===== config.mk =====
export PLATFORM = sky130hd
export DESIGN_NAME = mul_div_unit
export DESIGN_NICKNAME = d
export VERILOG_FILES = /design/src/rtl/mul_div_unit.sv
export SDC_FILE = /design/constraint.sdc
export NUM_CORES = 2
export LEC_CHECK = 0
export BUFFER_PORTS_ARGS = -buffer_cell sky130_fd_sc_hd__buf_2
export CORE_MARGIN = 8
export CORE_UTILIZATION = 62
export DETAILED_ROUTE_END_ITERATION = 7
export GPL_TIMING_DRIVEN = 0
export HOLD_SLACK_MARGIN = 0.03
export PLACE_DENSITY_LB_ADDON = 0.25
export SKIP_CTS_REPAIR_TIMING = 1
export SYNTH_ARGS = -nofsm -noshare
export SYNTH_HDL_FRONTEND = slang
export SYNTH_SLANG_ARGS = --single-unit

===== constraint.sdc =====
create_clock -name clk_i -period 3.7 [get_ports clk_i]
set_input_delay 0.925 -clock clk_i [delete_from_list [all_inputs] [get_ports clk_i]]
set_output_delay 0.925 -clock clk_i [all_outputs]
set_load 0.02 [all_outputs]

===== src/rtl/mul_div_unit.sv =====
// mul_div_unit: EX-stage multiply/divide unit that owns the HI/LO registers.
//   MULT/MULTU finish in one cycle. DIV/DIVU use a 32-step restoring divider.
//   MFHI/MFLO/MTHI/MTLO are also handled here.
// Ports:
//   clk_i, rst_ni            clock, asynchronous active-low reset
//   reg_stall_i              EX instruction is not retiring this cycle
//   alu_stall_o              divider busy, freeze the pipeline
//   oper_i, func_i           operation class and MIPS funct code
//   source_a_i, source_b_i   rs / rt operands
//   result_o                 GPR result (MFHI/MFLO, otherwise 0)
//   hi_o, lo_o               architectural HI/LO
//   hi_write_i/_data_i,
//   lo_write_i/_data_i       late-stage HI/LO writes
module mul_div_unit #(
    parameter int                 DATA_W    = 32,
    parameter int                 OPER_W    = 4,
    parameter int                 FUNC_W    = 6,
    parameter logic [OPER_W-1:0]  OPER_ALUS = OPER_W'(2)
) (
    input  logic              clk_i,
    input  logic              rst_ni,
    input  logic              reg_stall_i,
    output logic              alu_stall_o,
    input  logic [OPER_W-1:0] oper_i,
    input  logic [FUNC_W-1:0] func_i,
    input  logic [DATA_W-1:0] source_a_i,
    input  logic [DATA_W-1:0] source_b_i,
    output logic [DATA_W-1:0] result_o,
    output logic [DATA_W-1:0] hi_o,
    input  logic              hi_write_i,
    input  logic [DATA_W-1:0] hi_write_data_i,
    output logic [DATA_W-1:0] lo_o,
    input  logic              lo_write_i,
    input  logic [DATA_W-1:0] lo_write_data_i
);
    localparam int CW = $clog2(DATA_W);

    typedef enum logic [1:0] {IDLE, BUSY, DONE} state_t;

    state_t              st_q;
    logic [CW-1:0]       cnt_q;
    logic [DATA_W-1:0]   hi_q, lo_q, hi_d, lo_d;
    logic [DATA_W-1:0]   quo_q, rem_q, dvs_q;
    logic                qneg_q, rneg_q, dz_q;

    logic                sel, is_mfhi, is_mthi, is_mflo, is_mtlo, is_mult, is_multu, is_div, is_divu;
    logic                is_mul, start, ex_go, commit, take;
    logic [2*DATA_W-1:0] ax, bx, prod;
    logic [DATA_W-1:0]   a_mag, b_mag, rem_nx, quo_res, rem_res;
    logic [DATA_W:0]     sh;

    assign sel      = oper_i == OPER_ALUS;
    assign is_mfhi  = sel && func_i == FUNC_W'('h10);
    assign is_mthi  = sel && func_i == FUNC_W'('h11);
    assign is_mflo  = sel && func_i == FUNC_W'('h12);
    assign is_mtlo  = sel && func_i == FUNC_W'('h13);
    assign is_mult  = sel && func_i == FUNC_W'('h18);
    assign is_multu = sel && func_i == FUNC_W'('h19);
    assign is_div   = sel && func_i == FUNC_W'('h1A);
    assign is_divu  = sel && func_i == FUNC_W'('h1B);

    assign is_mul = is_mult | is_multu;
    assign ex_go  = ~reg_stall_i;
    assign start  = st_q == IDLE && (is_div | is_divu);
    assign commit = st_q == DONE && ex_go;

    // Sign-extending only for MULT lets one 2W-bit modular multiply serve both forms.
    assign ax   = {{DATA_W{is_mult & source_a_i[DATA_W-1]}}, source_a_i};
    assign bx   = {{DATA_W{is_mult & source_b_i[DATA_W-1]}}, source_b_i};
    assign prod = ax * bx;

    assign a_mag = (is_div & source_a_i[DATA_W-1]) ? -source_a_i : source_a_i;
    assign b_mag = (is_div & source_b_i[DATA_W-1]) ? -source_b_i : source_b_i;

    // Restoring step: the partial remainder stays below the divisor, so W+1 bits suffice.
    assign sh     = {rem_q, quo_q[DATA_W-1]};
    assign take   = sh >= {1'b0, dvs_q};
    assign rem_nx = take ? DATA_W'(sh - {1'b0, dvs_q}) : sh[DATA_W-1:0];

    assign quo_res = dz_q ? '1 : (qneg_q ? -quo_q : quo_q);
    assign rem_res = rneg_q ? -rem_q : rem_q;

    // EX-stage writes belong to the younger instruction and override late-stage writes.
    always_comb begin
        hi_d = commit ? rem_res :
               (ex_go & is_mul) ? prod[2*DATA_W-1:DATA_W] :
               (ex_go & is_mthi) ? source_a_i :
               hi_write_i ? hi_write_data_i : hi_q;
        lo_d = commit ? quo_res :
               (ex_go & is_mul) ? prod[DATA_W-1:0] :
               (ex_go & is_mtlo) ? source_a_i :
               lo_write_i ? lo_write_data_i : lo_q;
    end

    always_ff @(posedge clk_i or negedge rst_ni) begin
        if (!rst_ni) begin
            st_q   <= IDLE;
            cnt_q  <= '0;
            hi_q   <= '0;
            lo_q   <= '0;
            quo_q  <= '0;
            rem_q  <= '0;
            dvs_q  <= '0;
            qneg_q <= 1'b0;
            rneg_q <= 1'b0;
            dz_q   <= 1'b0;
        end else begin
            hi_q <= hi_d;
            lo_q <= lo_d;
            case (st_q)
                IDLE: if (start) begin
                    st_q   <= BUSY;
                    cnt_q  <= '0;
                    quo_q  <= a_mag;
                    rem_q  <= '0;
                    dvs_q  <= b_mag;
                    qneg_q <= is_div & (source_a_i[DATA_W-1] ^ source_b_i[DATA_W-1]);
                    rneg_q <= is_div & source_a_i[DATA_W-1];
                    dz_q   <= source_b_i == '0;
                end
                BUSY: begin
                    rem_q <= rem_nx;
                    quo_q <= {quo_q[DATA_W-2:0], take};
                    cnt_q <= cnt_q + 1'b1;
                    if (cnt_q == CW'(DATA_W - 1)) st_q <= DONE;
                end
                DONE: if (ex_go) st_q <= IDLE;
                default: st_q <= IDLE;
            endcase
        end
    end

    // The issue cycle stalls combinationally so the DIV stays in EX while operands latch.
    assign alu_stall_o = rst_ni & (start | st_q == BUSY);
    assign result_o    = is_mfhi ? hi_q : is_mflo ? lo_q : '0;
    assign hi_o        = hi_q;
    assign lo_o        = lo_q;
endmodule


==> impl_metrics.py <==
metrics = {
    "placement": {
        "port_buffers": 204,
        "gp_congestion": 1.14,
        "hpwl_um": 180000,
        "place.detailed.instances": 7136,
    },
    "clock_tree": {
        "ctsHtreeMaxLevel": 4,
        "cts.path.max_buffers": 2,
        "cts.sinks": 170,
        "cts_inserted_buffers": 17,
        "worst_setup_hold_path_clk_slew_ps": 80,
        "cts_tree": "built",
        "clock_latency_on_the_worst_skew_pair_ps": 470,
        "clock-root-buffer": "sky130_fd_sc_hd__clkbuf_16",
    },
    "sta": {
        "max_clock_freq_mhz": 109,
        "fin_worst_skew_ps": 13.2,
        "final_critical_path_setup_slack_ps": -5500,
        "grt_setup_unrepaired": "true",
        "timing.final.max_slew_violations": 8,
        "max_slew.worst_pin.slew_ps": 1540,
        "hold_violations": 0,
        "min_period_over_period": 2.49,
        "maxSlewHeadroom": -0.0328,
        "finalCriticalPeriod_ps": 9200,
        "timing.final.setup_violations": 99,
        "timing.setup.tns_ps": -240760,
    },
    "logic_synthesis": {
        "synthTopCellsByArea": "sky130_fd_sc_hd__fa_1 44%, sky130_fd_sc_hd__inv_1 8.8%, sky130_fd_sc_hd__dfrtp_1 8.4%, sky130_fd_sc_hd__nand2_1 7.5%, sky130_fd_sc_hd__ha_1 6.2%",
        "ys_warn_count": 0,
        "synth-seq-area-share": 0.0836,
        "syn-instance-count": 5861,
        "synthDistinctLibCells": 77,
        "postSynthAreaPerCell_um2": 8.69,
        "register_bit_total_from_synthesis": 170,
        "synth_net_count": 7381,
        "number_of_synthesized_flops_with_an_enable_pin": 0,
        "ys_top_cells_by_count": "1193 x sky130_fd_sc_hd__inv_1, 1126 x sky130_fd_sc_hd__fa_1, 1022 x sky130_fd_sc_hd__nand2_1",
        "yosys_most_used_dff": "sky130_fd_sc_hd__dfrtp_1",
        "asyncSetResetFlopFracSynth": 1.00,
        "synth_largest_type_area_fraction": 0.443,
        "synth_top_cell_by_area": "sky130_fd_sc_hd__fa_1",
        "synthMostInstantiatedCell": "sky130_fd_sc_hd__inv_1",
        "syn_area_um2": 50900,
    },
    "drt": {
        "wire_length_after_detailed_routing_um": 236000,
        "num_vias": 48300,
        "drc": 3,
        "first_iter_violations": 6447,
        "routed_via_density": 6.55,
        "ant_nets": 0,
        "route.detailed.wl_per_inst_um": 32.0,
        "detail_route.first_pass.iterations": 8,
    },
    "min_path": {
        "hp-class": "in -> async",
    },
    "status": {
        "failed_checks": "design-rule violations, max-capacitance violations, max-slew violations, negative setup slack",
        "status": "finished with violations",
    },
    "critical_path": {
        "timing.critical_path.required_ps": 4010,
        "crit_path_max_incr_delay_ps": 720,
        "count_of_buffer_and_inverter_cells_on_the_critical_path": 10,
        "cp-end-kind": "register",
        "element_type_at_the_critical_path_start": "input pin",
        "critPathKind": "in -> reg",
        "timing.critical_path.max_delay_family": "adder cells",
        "worstPathMaxFanout": 5,
        "cp.arrival_ps": 9510,
        "worst_path_max_delay_cell": "sky130_fd_sc_hd__fa_2",
    },
    "floorplan": {
        "start_util": 0.623,
        "num_io_pins": 240,
        "die-area_um2": 91500,
        "die_height_um": 303,
        "core_area_um2": 81700,
        "std_cell_rows": 105,
        "chipWidth_um": 303,
    },
    "grt": {
        "global_route_wire_length_before_repair_um": 319000,
        "via_count_of_the_first_global_routing_pass": 46500,
        "grt_overflow_total": 0,
        "grtUsageTotal": 0.490,
        "grt_max_degree": 101,
        "grt_antenna_before_repair": 27,
    },
    "layout": {
        "ff_latch_area_um2": 4250,
        "ratio_of_cells_with_drive_above_1_in_the_final_layout": 0.200,
        "finish.net_count": 7788,
        "syn_to_final_growth_pct": 20.7,
        "fill_cells": 5800,
        "post_route_core_utilization": 0.752,
        "layout.cells.non_filler": 7370,
        "multiInputGateArea_um2": 44200,
    },
    "job": {
        "max-cap-violations": 2,
    },
}
## path summary, 6_finish.rpt
kind | slack, ps | startpoint | cells past startpoint | to
setup / recovery | -5500 | oper_i[2] | 34 | hi_o[26]
hold / removal | 390 | rst_ni | 1 | cnt_q[2]
setup reg to reg | -100 | rem_q[2] | 9 | hi_o[30]
hold reg to reg | 480 | dvs_q[29] | 2 | dvs_q[29]
max in group asynchronous | 2350 | rst_ni | 2 | quo_q[16]
min in group clk_i | 480 | dvs_q[29] | 2 | dvs_q[29]
## kinds of logic (layout without fill, tap and decap cells)
group / count (synthesis) / in the layout / synth area share
and+or+nand+nor: 1709 / 1709 / 0.153
buffers and inverters: 1572 / 1992 / 0.116
muxes: 50 / 50 / 0.00986
adders and majority gates: 1377 / 1377 / 0.505
DFF: 170 / 170 / 0.0836
AOI/OAI and AO/OA: 772 / 772 / 0.0964
other: 0 / 19 / 0
xor gates and xnor gates: 211 / 211 / 0.0363
## registers in the layout (all words and copies together), names as in the netlist
| signal | flops |
|---|---|
| cnt_q | 5 |
| quo_q | 32 |
| lo_o | 32 |
| rem_q | 32 |
| dz_q | 1 |
| rneg_q | 1 |
| st_q | 2 |
| qneg_q | 1 |
| dvs_q | 32 |
| hi_o | 32 |
## cell usage in the layout, fill, tap and decap left out, types with 43 or more instances in the layout
master / instances
sky130_fd_sc_hd__buf_12: 46
sky130_fd_sc_hd__xor2_1: 67
sky130_fd_sc_hd__mux2i_1: 48
sky130_fd_sc_hd__nor2_1: 125
sky130_fd_sc_hd__clkbuf_1: 94
sky130_fd_sc_hd__ha_1: 165
sky130_fd_sc_hd__buf_6: 79
sky130_fd_sc_hd__buf_2: 192
sky130_fd_sc_hd__buf_8: 46
sky130_fd_sc_hd__buf_4: 195
sky130_fd_sc_hd__nand2_1: 989
sky130_fd_sc_hd__a21oi_1: 89
sky130_fd_sc_hd__xnor2_1: 104
sky130_fd_sc_hd__and2_1: 280
sky130_fd_sc_hd__fa_1: 1055
sky130_fd_sc_hd__fa_2: 71
sky130_fd_sc_hd__ha_4: 77
sky130_fd_sc_hd__o21ai_0: 174
sky130_fd_sc_hd__a22oi_1: 43
sky130_fd_sc_hd__inv_2: 48
sky130_fd_sc_hd__dfrtp_1: 170
sky130_fd_sc_hd__inv_1: 1136
## per-layer routing
layer  wire length [um]  part of all wire  global-route usage
met3              39300              0.17               0.220
met4              26100              0.11               0.358
met2              93800              0.40               0.689
met5                303            0.0013              0.0114
met1              76200              0.32               0.591
## per-stage QoR
step                instance area [um2]  worst slack [ps]  hold WS (ps)
floorplan                         53200             -4870           450
global placement                  55500             -7310           461
detailed placement                55600             -7310           471
CTS                               56200             -6860           427
global route                      61400             -5620           455
finish                            61400             -5500           387
## worst reg2reg max path, stage by stage, from the launching register on
cell and delay [ps]:
sky130_fd_sc_hd__dfrtp_1 480, sky130_fd_sc_hd__nor3_1 360, sky130_fd_sc_hd__nand4_1 230, sky130_fd_sc_hd__or3_1 410, sky130_fd_sc_hd__or4_1 500, sky130_fd_sc_hd__or4_1 590
sky130_fd_sc_hd__o21ai_1 190, sky130_fd_sc_hd__xnor2_1 110, sky130_fd_sc_hd__a221oi_1 640, sky130_fd_sc_hd__nand3_1 160
## final cells by class
type / instances / share of cell area
Inverter: 1194 / 0.0736
Sequential cell: 170 / 0.0693
Clock inverter: 13 / 0.00277
Antenna cell: 19 / 0.000774
Tap cell: 1070 / 0.0218
Clock buffer: 19 / 0.00737
Timing Repair Buffer: 398 / 0.0461
Buffer: 368 / 0.0593
Multi-Input combinational cell: 4119 / 0.719
Power is not shown: default switching activity piles up to over one toggle a cycle in this logic, so the estimate is an artifact.
